**src/rtl/dmem_arbiter_pkg.sv**
```systemverilog
// Shared types and constants for the data-memory arbiter.
package dmem_arbiter_pkg;

  // Arbiter FSM: plain round-robin, or port 1 holding the memory.
  typedef enum logic {
    ST_RR    = 1'b0,
    ST_LOCK1 = 1'b1
  } state_t;

  // Port index. Used for last_grant and for the response owner bit.
  typedef logic port_idx_t;
  localparam port_idx_t PORT0 = 1'b0;
  localparam port_idx_t PORT1 = 1'b1;

  // Access size codes, as they appear in the RISC-V funct3 field.
  localparam logic [2:0] F3_LB  = 3'b000;
  localparam logic [2:0] F3_LH  = 3'b001;
  localparam logic [2:0] F3_LW  = 3'b010;
  localparam logic [2:0] F3_LBU = 3'b100;
  localparam logic [2:0] F3_LHU = 3'b101;
  localparam logic [2:0] F3_SB  = 3'b000;
  localparam logic [2:0] F3_SH  = 3'b001;
  localparam logic [2:0] F3_SW  = 3'b010;

endpackage

```
**src/rtl/dmem_arbiter_rr_pick2.sv**
```systemverilog
// Two-requester round-robin pick. On a tie, the port that was not granted
// most recently wins.
module rr_pick2
  import dmem_arbiter_pkg::*;
(
  input  logic      req0,
  input  logic      req1,
  input  port_idx_t last_grant,
  output logic      gnt0,
  output logic      gnt1
);

  assign gnt0 = req0 && (!req1 || (last_grant == PORT1));
  assign gnt1 = req1 && (!req0 || (last_grant == PORT0));

endmodule

```
**src/rtl/dmem_arbiter.sv**
```systemverilog
// Data-memory arbiter. Port 0 (pipeline load/store) and port 1 (debug/loader)
// share a single combinational-read memory. Each cycle at most one access is
// accepted. Load data is registered into a single shared response register,
// and a registered owner bit routes the rvalid pulse to the right port.
module dmem_arbiter
  import dmem_arbiter_pkg::*;
#(
  parameter int DM_ADDRESS = 9,
  parameter int DATA_W     = 32,
  parameter int MAX_LOCK   = 8
) (
  input  logic                  clk,
  input  logic                  reset,
  input  logic                  p0_valid,
  output logic                  p0_ready,
  input  logic                  p0_we,
  input  logic [DM_ADDRESS-1:0] p0_addr,
  input  logic [DATA_W-1:0]     p0_wdata,
  input  logic [2:0]            p0_funct3,
  output logic                  p0_rvalid,
  output logic [DATA_W-1:0]     p0_rdata,
  input  logic                  p1_valid,
  output logic                  p1_ready,
  input  logic                  p1_we,
  input  logic [DM_ADDRESS-1:0] p1_addr,
  input  logic [DATA_W-1:0]     p1_wdata,
  input  logic [2:0]            p1_funct3,
  input  logic                  p1_lock,
  output logic                  p1_rvalid,
  output logic [DATA_W-1:0]     p1_rdata,
  output logic                  MemRead,
  output logic                  MemWrite,
  output logic [DM_ADDRESS-1:0] mem_a,
  output logic [DATA_W-1:0]     mem_wd,
  output logic [2:0]            mem_funct3,
  input  logic [DATA_W-1:0]     mem_rd
);

  localparam int                CNT_W   = $clog2(MAX_LOCK + 1);
  localparam logic [CNT_W-1:0] CNT_MAX = CNT_W'(MAX_LOCK);

  state_t          state, state_nxt;
  port_idx_t       last_grant;
  logic [CNT_W-1:0] lock_cnt;
  logic            rr_gnt0, rr_gnt1;
  logic            gnt0, gnt1;
  logic            at_max;
  logic            load_acc;
  logic            resp_valid;
  port_idx_t       resp_owner;
  logic [DATA_W-1:0] resp_data;

  rr_pick2 u_pick (
    .req0       (p0_valid),
    .req1       (p1_valid),
    .last_grant (last_grant),
    .gnt0       (rr_gnt0),
    .gnt1       (rr_gnt1)
  );

  assign at_max   = (lock_cnt >= CNT_MAX);
  assign load_acc = (gnt0 && !p0_we) || (gnt1 && !p1_we);

  // State register.
  always_ff @(posedge clk) begin
    // NOTE: every clocked assignment is non-blocking, so all registers
    // sample the same pre-edge values and the order of the statements does
    // not matter.
    if (reset) state <= ST_RR;
    else       state <= state_nxt;
  end

  // Next-state logic. The lock is released when p1 drops p1_lock, or when
  // the lock has used up its budget and port 0 is waiting.
  always_comb begin
    // NOTE: give every combinationally assigned signal a default first, so
    // that no path through the block leaves it unassigned and infers a latch.
    state_nxt = state;
    unique case (state)
      ST_RR:    if (gnt1 && p1_lock) state_nxt = ST_LOCK1;
      ST_LOCK1: if (!p1_lock || (at_max && p0_valid)) state_nxt = ST_RR;
      default:  state_nxt = ST_RR;
    endcase
  end

  // Grant selection and the memory-side mux. A port is granted only while
  // its valid is high, so ready doubles as the acceptance strobe. No grant is
  // issued while reset is high.
  always_comb begin
    gnt0       = 1'b0;
    gnt1       = 1'b0;
    MemRead    = 1'b0;
    MemWrite   = 1'b0;
    mem_a      = '0;
    mem_wd     = '0;
    mem_funct3 = '0;
    if (!reset) begin
      unique case (state)
        ST_RR: begin
          gnt0 = rr_gnt0;
          gnt1 = rr_gnt1;
        end
        ST_LOCK1: begin
          if (!p1_lock) begin
            // The lock is dropped this cycle, so arbitrate as round-robin.
            gnt0 = rr_gnt0;
            gnt1 = rr_gnt1;
          end else if (at_max && p0_valid) begin
            gnt0 = 1'b1;
          end else if (p1_valid) begin
            gnt1 = 1'b1;
          end else begin
            // Port 1 is idle but still holds the lock. Port 0 may use the
            // free slot.
            gnt0 = p0_valid;
          end
        end
        default: ;
      endcase
    end
    if (gnt0) begin
      MemRead    = !p0_we;
      MemWrite   = p0_we;
      mem_a      = p0_addr;
      mem_wd     = p0_wdata;
      mem_funct3 = p0_funct3;
    end else if (gnt1) begin
      MemRead    = !p1_we;
      MemWrite   = p1_we;
      mem_a      = p1_addr;
      mem_wd     = p1_wdata;
      mem_funct3 = p1_funct3;
    end
  end

  // Fairness history and the lock counter. lock_cnt counts consecutive
  // port-1 grants under lock and saturates at MAX_LOCK.
  always_ff @(posedge clk) begin
    if (reset) begin
      last_grant <= PORT1;
      lock_cnt   <= '0;
    end else begin
      if (gnt0)      last_grant <= PORT0;
      else if (gnt1) last_grant <= PORT1;

      if (state == ST_RR)
        lock_cnt <= (gnt1 && p1_lock) ? CNT_W'(1) : '0;
      else if (state_nxt == ST_RR)
        lock_cnt <= '0;
      else if (gnt1 && !at_max)
        lock_cnt <= lock_cnt + 1'b1;
    end
  end

  // Shared load-response register. Data is captured at the acceptance edge
  // and held until the next load. rvalid is a one-cycle pulse.
  always_ff @(posedge clk) begin
    if (reset) begin
      resp_valid <= 1'b0;
      resp_owner <= PORT0;
      resp_data  <= '0;
    end else begin
      resp_valid <= load_acc;
      if (load_acc) begin
        resp_data  <= mem_rd;
        resp_owner <= gnt1 ? PORT1 : PORT0;
      end
    end
  end

  assign p0_ready  = gnt0;
  assign p1_ready  = gnt1;
  assign p0_rvalid = resp_valid && (resp_owner == PORT0);
  assign p1_rvalid = resp_valid && (resp_owner == PORT1);
  assign p0_rdata  = resp_data;
  assign p1_rdata  = resp_data;

endmodule
```
**config.mk**
```make
export PLATFORM = sky130hd
export DESIGN_NAME = dmem_arbiter
export DESIGN_NICKNAME = d
export VERILOG_FILES = /design/src/rtl/dmem_arbiter_pkg.sv /design/src/rtl/dmem_arbiter_rr_pick2.sv /design/src/rtl/dmem_arbiter.sv
export SDC_FILE = /design/constraint.sdc
export NUM_CORES = 1
export LEC_CHECK = 0
export BUFFER_PORTS_ARGS = -buffer_cell sky130_fd_sc_hd__buf_2
export CAP_MARGIN = 20
export CORE_MARGIN = 5
export CORE_UTILIZATION = 35
export CTS_BUF_LIST = sky130_fd_sc_hd__clkbuf_8
export CTS_CLUSTER_SIZE = 20
export DETAILED_ROUTE_END_ITERATION = 16
export PLACE_DENSITY = 0.8
export SLEW_MARGIN = 20
export SYNTH_ARGS = -nofsm -noshare
export SYNTH_HDL_FRONTEND = slang
export SYNTH_SLANG_ARGS = --single-unit
export TNS_END_PERCENT = 10
```
**constraint.sdc**
```tcl
create_clock -name clk -period 2.35 [get_ports clk]
set_input_delay 0.705 -clock clk [delete_from_list [all_inputs] [get_ports clk]]
set_output_delay 0.705 -clock clk [all_outputs]
set_load 0.01 [all_outputs]
```
==> flow_metrics.py, run 1 <==
metrics = {
    "worst_setup_path": {
        "worst-endpoint-arrival_ps": 1870,
        "cpPeakStageDelay_ps": 310,
        "slowest_stage": "and3_4",
        "rrSetupSlack_ps": 330,
        "cp.buffers_inverters": 3,
        "crit_family": "simple AND/OR/NAND/NOR gates",
        "crit_path_cell_trace": "buf_8 > and2_4 > o211ai_4 > and3_4 > buf_12 > a22o_1 > buf_2",
        "cp_max_fo": 7,
        "critPathKind": "in2out",
        "cp-end-kind": "output pin",
        "cp-start-kind": "input pin",
        "crit_required_ps": 1640,
    },
    "logic_synthesis": {
        "ys_seq_area_frac": 0.308,
        "synth_cell_type_count": 36,
        "avgSynthCellArea_um2": 8.99,
        "synth-xor-area-share": 0,
        "synth-simple-area-share": 0.148,
        "synth_flop_cell": "dfxtp_1",
        "syn_area_mm2": 0.00260,
        "synth-adder-area-share": 0.00963,
        "yosysTopAreaCell": "dfxtp_1",
        "synth_mux_area_frac": 0.127,
        "yosysWarnings": 0,
        "synth_compound_area_frac": 0.211,
        "syn_inst": 289,
        "ys_ff_latch": 40,
        "synth_edf_count": 0,
        "synthTopCellsByArea": "dfxtp_1, a22o_1, mux2i_1, nand2_1, buf_4",
        "synthDominantCellAreaShare": 0.308,
        "synth_fp_nets": 418,
        "synthArstFlopShare": 0,
        "synth_top_family_by_area": "compound AO/OA/AOI/OAI gates",
    },
    "pwr": {
        "power_density_mw_per_mm2": 490,
        "ir_drop_mv": 0.397,
        "power.leakage_nw": 2.24,
    },
    "timing": {
        "setup_violations": 47,
        "hold_viol_final": 0,
        "period_minus_slack_ps": 2570,
        "min_period_over_period": 1.10,
        "slew_violations": 0,
        "skew_ps": 7.22,
        "setup_slack_ps": -224,
        "rsz0062_at_grt": "true",
        "slew_headroom": 0.602,
        "clock.fmax_mhz": 389,
        "worst_pin_slew_ps": 596,
    },
    "run_status": {
        "violations": "setup timing",
        "status": "finished with violations",
    },
    "run": {
        "cap_violations": 0,
    },
    "cts": {
        "cts_buffers": 5,
        "cts.sinks": 40,
        "insertion_delay_ps": 280,
        "cts_hold_buf": 0,
        "cts-root-buf": "clkbuf_8",
        "ctsLongestPathBuffers": 2,
        "cts.clk_slew.worst_paths_ps": 80,
        "cts_max_level": 2,
        "cts_tree": "built",
    },
    "placed_design": {
        "io_buffers": 240,
        "gp_congestion": 0.878,
        "pre_cts_slack_ps": -260,
        "post_dp_cell_area_mm2": 0.00359,
        "hpwlAfterDp_mm": 7.44,
    },
    "die": {
        "initial_core_util": 0.358,
        "dieArea_mm2": 0.00925,
        "fp-row-count": 31,
        "die_x_um": 96.2,
        "io_pins": 241,
        "die_h_um": 96.2,
        "core_area_mm2": 0.00725,
    },
    "grt": {
        "antenna_found_initial": 1,
        "grt_max_degree": 67,
        "grt_first_pass_wirelength_mm": 12.4,
        "gr-usage-all-layers": 0.170,
        "grt_remaining_overflow": 0,
        "grt_pass1_vias": 2685,
    },
    "route": {
        "wl_per_cell_um": 15.2,
        "drt_wl_total_mm": 9.17,
        "drc": 0,
        "vias_per_cell": 4.76,
        "drtIter0Drc": 45,
        "ant_nets": 0,
        "route.vias.total": 2869,
        "dr.pass1.iters": 4,
    },
    "final_layout": {
        "nNetsFinal": 631,
        "area_growth_pct": 47.4,
        "design_area_mm2": 0.00383,
        "drive_gt1_frac": 0.553,
    },
    "min_path": {
        "min_path_type": "reg2reg",
    },
}
[path summary, 6_finish.rpt]
kind          startpoint      endpoint  cells after the start
max              p1_lock    mem_wd[13]                      7
min          p0_rdata[9]   p0_rdata[9]                      2
max reg2reg        state  p0_rdata[23]                      7
min reg2reg  p0_rdata[9]   p0_rdata[9]                      2
[tightest hold or removal path: stages, from the launching register on]
cell	delay [ps]
dfxtp_1	320
nand2_1	50
mux2i_1	50
[cells in the mapped netlist, drive strengths merged, types with 3 or more instances]
master,n
a21oi,3
clkbuf,7
nor2b,4
nor2,4
dfxtp,40
nand3,3
o21ai,3
buf,49
mux2i,33
inv,6
nand2,70
a22o,44
[cells by family (layout without fill, tap and decap cells)]
logic type,after synthesis,after routing
AND/OR/NAND/NOR,90,90
AO/OA/AOI/OAI,62,62
flip-flops,40,40
other,0,1
buffers and inverters,62,276
adder cells (fa/ha/maj),2,2
multiplexers,33,33
[registers in the layout, indices dropped and copies added, names as in the netlist]
register / cells
resp_owner: 1
resp_valid: 1
last_grant: 1
lock_cnt: 4
p0_rdata: 32
state: 1
[routing by layer]
metal	vias up	global-route usage	routed length (um)
met2	150	0.324	4900
met1	1297	0.169	3130
met4	0	0.0699	233
li1	1404	-	-
met5	-	0	0
met3	18	0.0493	900
[power breakdown]
group          leakage, nW  switching, W  internal [W]  total [W]
clock network       0.0593      0.000231      0.000311   0.000541
registers            0.328     0.0000314      0.000723   0.000754
logic                 1.85      0.000284      0.000296   0.000580
total                 2.24      0.000546       0.00133    0.00188
[metrics by stage]
stage,instances,hold WS (ps),util,TNS [ps],power [W]
global placement,589,453,0.495,-7520,0.00132
finish,603,471,0.528,-8260,0.00188
detailed placement,589,465,0.495,-9580,0.00133
CTS,597,479,0.513,-6870,0.00188
floorplan,289,457,-,-3730,0.00113
global route,603,494,0.528,-10950,0.00199
[cell usage in the layout (no fill, tap or decap), types with 3 or more instances in the layout]
cell      synthesis  layout
dfxtp_1          40      40
nor2_1            4       4
nand2_1          70      69
a21oi_1           3       3
buf_4            33      15
a22o_1           44      44
nand3_1           3       3
clkbuf_8          0       5
nor2b_1           4       4
buf_2             6     234
buf_6             2       8
o21ai_0           3       3
mux2i_1          33      33
inv_1             5       5
[area by class of cell]
cell class                 instances  area (um^2)
fill                             694         3420
timing repair buffer             262         1480
multi-input combinational        187         1290
sequential                        40          801
tap                               99          124
clock buffer                       5         68.8
clock inverter                     3         38.8
inverter                           6         22.5
antenna                            1         2.50
[timing repair]
item / 4_1_cts / 5_1_grt
endpoints found under the hold margin: 0 / 0
endpoints found under the setup margin: 47 / 47
gates resized for setup: 7 / 6
pin swaps: 29 / 7
cloned: 0 / 3
buffers inserted: 0 / 2
Note: power is estimated with default switching activity, not from simulation.
==> run 2, diff against run 1 <==
--- a/config.mk
+++ b/config.mk
@@ -8,11 +8,12 @@
 export BUFFER_PORTS_ARGS = -buffer_cell sky130_fd_sc_hd__buf_2
 export CAP_MARGIN = 20
 export CORE_MARGIN = 5
-export CORE_UTILIZATION = 35
+export CORE_UTILIZATION = 38
 export CTS_BUF_LIST = sky130_fd_sc_hd__clkbuf_8
 export CTS_CLUSTER_SIZE = 20
 export DETAILED_ROUTE_END_ITERATION = 16
-export PLACE_DENSITY = 0.8
+export PLACE_DENSITY = 0.82
+export REMOVE_ABC_BUFFERS = 1
 export SLEW_MARGIN = 20
 export SYNTH_ARGS = -nofsm -noshare
 export SYNTH_HDL_FRONTEND = slang
==> constraint.sdc (replaced) <==
create_clock -name clk -period 2.82 [get_ports clk]
set_input_delay 0.846 -clock clk [delete_from_list [all_inputs] [get_ports clk]]
set_output_delay 0.846 -clock clk [all_outputs]
set_load 0.01 [all_outputs]
==> run 2 against run 1 <==
Against the previous run:
- the run now ends clean
- first-iteration DRC count is 96% higher
- wire length is 5.8% lower
- core utilization is 2.0 points higher
- total power is 18% lower
- critical path depth is 1 lower
- sequential share of layout area is 0.83 points higher
- critical path type unchanged
- critical endpoint is now mem_wd[3]
==> flow_metrics.py, run 2 (synthesis results as in run 1) <==
metrics = {
    "timing": {
        "rsz0062_at_grt": "true",
        "clock.fmax_mhz": 355,
        "min_period_over_period": 0.999,
        "period_minus_slack_ps": 2820,
        "setup_violations": 0,
        "slew_headroom": 0.610,
        "setup_slack_ps": 2.66,
        "worst_pin_slew_ps": 586,
        "slew_violations": 0,
        "skew_ps": 8.50,
        "hold_viol_final": 0,
    },
    "worst_setup_path": {
        "worst-endpoint-arrival_ps": 1970,
        "cp-end-kind": "output pin",
        "critPathKind": "in2out",
        "crit_required_ps": 1970,
        "cp_max_fo": 45,
        "cp-start-kind": "input pin",
    },
    "route": {
        "vias_per_cell": 4.82,
        "drtIter0Drc": 88,
        "wl_per_cell_um": 15.0,
        "route.vias.total": 2778,
        "drt_wl_total_mm": 8.64,
        "dr.pass1.iters": 4,
        "ant_nets": 0,
        "drc": 0,
    },
    "placed_design": {
        "gp_congestion": 0.858,
        "pre_cts_slack_ps": -44.1,
        "dpl.cell_count": 567,
        "io_buffers": 240,
        "hpwlAfterDp_mm": 7.17,
    },
    "final_layout": {
        "largest_reg_flops": 32,
        "multi_input_area_mm2": 0.00129,
        "most-common-layout-cells": "buf_2, nand2_1, a22o_1",
        "nNetsFinal": 624,
        "antenna_cells_inserted": 0,
        "seq_area_um2": 801,
        "drive_gt1_frac": 0.542,
        "layout_commonest_cell": "buf_2",
        "n_fill_cell": 640,
        "area_growth_pct": 41.7,
        "stdcell_count": 576,
    },
    "grt": {
        "antenna_found_initial": 1,
        "grt_max_degree": 66,
        "grt_pass1_vias": 2872,
        "gr-usage-all-layers": 0.188,
        "grt_first_pass_wirelength_mm": 13.3,
        "grt_remaining_overflow": 0,
    },
    "die": {
        "io_pins": 241,
        "core_area_mm2": 0.00672,
        "die_h_um": 92.7,
        "dieArea_mm2": 0.00859,
        "fp-row-count": 30,
        "die_x_um": 92.7,
        "initial_core_util": 0.387,
    },
    "run_status": {
        "status": "completed",
    },
    "cts": {
        "cts-root-buf": "clkbuf_8",
        "cts_hold_buf": 0,
        "cts.sinks": 40,
        "cts_tree": "built",
        "insertion_delay_ps": 280,
        "cts_buffers": 5,
        "ctsLongestPathBuffers": 2,
        "cts_max_level": 2,
        "cts.clk_slew.worst_paths_ps": 80,
    },
    "pwr": {
        "power_density_mw_per_mm2": 417,
        "finalPower_w": 0.00154,
        "ir_drop_mv": 0.218,
        "power.leakage_nw": 2.18,
    },
    "min_path": {
        "min_path_type": "reg2reg",
    },
    "run": {
        "cap_violations": 0,
    },
}
## run 2: final timing paths
check | startpoint | end | slack [ps] | cells past startpoint
setup / recovery | p1_lock | mem_wd[3] | 3 | 6
hold / removal | p0_rdata[7] | p0_rdata[7] | 470 | 2
setup reg to reg | state | p0_rdata[9] | 820 | 6
hold reg to reg | p0_rdata[7] | p0_rdata[7] | 470 | 2
## run 2: layout make-up
| cell class | instances | area share |
|---|---|---|
| inverters | 6 | 0.00611 |
| clock buffers | 5 | 0.0187 |
| well taps | 80 | 0.0272 |
| multi-input cells | 187 | 0.351 |
| flip-flops and latches | 40 | 0.217 |
| repair buffers | 255 | 0.370 |
| clock inverters | 3 | 0.0105 |
## run 2: per-layer routing
layer,track usage,share of wire,wire length (um)
met2,0.366,0.54,4690
met5,0,0.0015,13
met1,0.202,0.36,3150
met4,0.0415,0.020,170
met3,0.0447,0.071,613
## run 2: where the power goes
part | switching, W | internal, W | total (W)
logic | 0.000229 | 0.000231 | 0.000460
clock network | 0.000188 | 0.000259 | 0.000448
registers | 0.0000274 | 0.000602 | 0.000630
total | 0.000445 | 0.00109 | 0.00154
## run 2: what timing repair did
action | CTS | global route
gates resized for setup | 4 | 2
setup buffers | 1 | 0
endpoints found under the setup margin | 44 | 44
pin swaps | 3 | 18
## run 2: per-stage QoR
step	area, um^2	hold slack [ps]	util	setup TNS (ps)
after floorplan	2110	457	-	-59080
after global placement	3540	452	0.528	-5.80
after detailed placement	3540	462	0.528	-519
after CTS	3670	473	0.547	-3.59
after global routing	3680	502	0.548	-1670
final	3680	471	0.548	0
## run 2: worst max-delay path, cell delays in order
cell	delay, ps
buf_6	100
and2_4	150
o2111a_2	290
buf_12	180
a22o_1	250
buf_2	140
==> run 3, diff against run 2 <==
--- a/config.mk
+++ b/config.mk
@@ -9,8 +9,7 @@
 export CAP_MARGIN = 20
 export CORE_MARGIN = 5
 export CORE_UTILIZATION = 38
-export CTS_BUF_LIST = sky130_fd_sc_hd__clkbuf_8
-export CTS_CLUSTER_SIZE = 20
+export CTS_BUF_LIST = sky130_fd_sc_hd__clkbuf_4 sky130_fd_sc_hd__clkbuf_8 sky130_fd_sc_hd__clkbuf_16
 export DETAILED_ROUTE_END_ITERATION = 16
 export PLACE_DENSITY = 0.82
 export REMOVE_ABC_BUFFERS = 1
==> run 3 against run 2 <==
Against the previous run:
- design area up 0.10%
- clock skew is 0.82 ps lower
- core utilization grew 0.056 points
- sequential cell count did not move
- combinational power about the same
- cell count is the same
- clock power is 2% higher
- via count is essentially flat
==> flow_metrics.py, run 3 (synthesis results as in run 1) <==
metrics = {
    "run_status": {
        "status": "completed",
    },
    "run": {
        "cap_violations": 0,
    },
    "placed_design": {
        "pre_cts_slack_ps": -44.1,
        "post_dp_cell_area_mm2": 0.00354,
        "hpwlAfterDp_mm": 7.17,
        "gp_congestion": 0.858,
        "io_buffers": 240,
    },
    "die": {
        "initial_core_util": 0.387,
        "die_x_um": 92.7,
        "core_area_mm2": 0.00672,
        "dieArea_mm2": 0.00859,
        "die_h_um": 92.7,
        "io_pins": 241,
        "fp-row-count": 30,
    },
    "timing": {
        "setup_violations": 0,
        "hold_viol_final": 0,
        "min_period_over_period": 0.999,
        "period_minus_slack_ps": 2820,
        "slew_headroom": 0.613,
        "worst_pin_slew_ps": 581,
        "setup_slack_ps": 2.75,
        "slew_violations": 0,
        "clock.fmax_mhz": 355,
        "rsz0062_at_grt": "true",
        "fin_hold_ws_ps": 470,
        "skew_ps": 7.68,
    },
    "min_path": {
        "min_path_type": "reg2reg",
        "min_from": "p0_rdata[7]",
        "holdPathEnd": "p0_rdata[7]",
        "min_path_cells": 2,
    },
    "pwr": {
        "power.leakage_nw": 2.18,
        "finalPower_w": 0.00155,
        "power_density_mw_per_mm2": 420,
        "ir_drop_mv": 0.218,
    },
    "final_layout": {
        "largest_reg_flops": 32,
        "nNetsFinal": 624,
        "most-common-layout-cells": "buf_2, nand2_1, a22o_1",
        "final_util": 0.549,
        "design_area_mm2": 0.00369,
        "n_fill_cell": 638,
        "antenna_cells_inserted": 0,
        "drive_gt1_frac": 0.544,
        "area_growth_pct": 41.9,
        "layout_commonest_cell": "buf_2",
    },
    "cts": {
        "cts.sinks": 40,
        "cts.clk_slew.worst_paths_ps": 70,
        "cts_max_level": 2,
        "insertion_delay_ps": 280,
        "cts-root-buf": "clkbuf_8",
        "ctsLongestPathBuffers": 2,
        "cts_tree": "built",
        "cts_buffers": 5,
    },
    "route": {
        "route.vias.total": 2777,
        "wl_per_cell_um": 15.0,
        "drtIter0Drc": 90,
        "dr.pass1.iters": 5,
        "ant_nets": 0,
        "vias_per_cell": 4.82,
        "drt_wl_total_mm": 8.66,
        "drc": 0,
    },
    "worst_setup_path": {
        "critPathKind": "in2out",
        "cpPeakStageDelay_ps": 290,
        "r2r_start": "state",
        "cp_max_fo": 45,
        "path_depth": 6,
        "cp-end-kind": "output pin",
        "rrSetupSlack_ps": 820,
        "reg2reg_to": "p0_rdata[9]",
        "crit_required_ps": 1970,
        "cp-start-kind": "input pin",
        "crit_family": "compound AO/OA/AOI/OAI gates",
        "crit_start": "p1_lock",
        "slowest_stage": "o2111a_2",
        "r2r_cells": 6,
        "crit_path_cell_trace": "buf_6 > and2_4 > o2111a_2 > buf_12 > a22o_1 > buf_2",
        "cp.buffers_inverters": 3,
        "worst-endpoint-arrival_ps": 1970,
    },
    "grt": {
        "gr-usage-all-layers": 0.188,
        "grt_first_pass_wirelength_mm": 13.4,
        "grt_pass1_vias": 2879,
        "grt_max_degree": 66,
        "antenna_found_initial": 1,
        "grt_remaining_overflow": 0,
    },
}
[run 3: cell types whose count changed in the layout (fill, tap and decap cells not counted)]
cell / change
inv_1: -1
clkbuf_4: +1
[run 3: area by class of cell]
| type | instances | area (um^2) | area share |
|---|---|---|---|
| Clock buffer | 6 | 76.3 | 0.0207 |
| Clock inverter | 2 | 35.0 | 0.00950 |
| Sequential cell | 40 | 801 | 0.217 |
| Multi-Input combinational cell | 187 | 1290 | 0.350 |
| Inverter | 6 | 22.5 | 0.00611 |
| Tap cell | 80 | 100 | 0.0271 |
| Timing Repair Buffer | 255 | 1360 | 0.369 |
[run 3: worst max path at each step]
stage | end | slack [ps]
floorplan | mem_a[0] | -1290
global placement | mem_wd[3] | -6
detailed placement | mem_a[0] | -40
CTS | mem_a[0] | -4
global route | mem_wd[30] | -70
finish | mem_wd[3] | 3
[run 3: per-stage QoR]
step / TNS [ps] / std cells
after floorplan: -59080 / 233
after global placement: -5.80 / 567
after detailed placement: -519 / 567
after CTS: -3.59 / 576
after global routing: -1670 / 576
final: 0 / 576
[run 3: power by group]
part / internal [W] / switching, W
Sequential: 0.000602 / 0.0000276
Combinational: 0.000231 / 0.000230
Clock: 0.000272 / 0.000187
[run 3: worst min-delay path: stages, from the launching register on]
cell	delay [ps]
dfxtp_1	320
nand2_1	50
mux2i_1	50
[run 3: repair_timing]
item                                    CTS  global route
endpoints found under the setup margin   44            44
hold buffers                              0             0
buffers inserted                          1             0
resized for setup                         4             2
endpoints found under the hold margin     0             0
pin swaps                                 3            18
[run 3: metal layers]
| layer | GRT usage | part of all wire |
|---|---|---|
| met1 | 0.202 | 0.36 |
| met2 | 0.369 | 0.54 |
| met3 | 0.0455 | 0.069 |
| met4 | 0.0415 | 0.020 |
| met5 | 0 | 0.0015 |
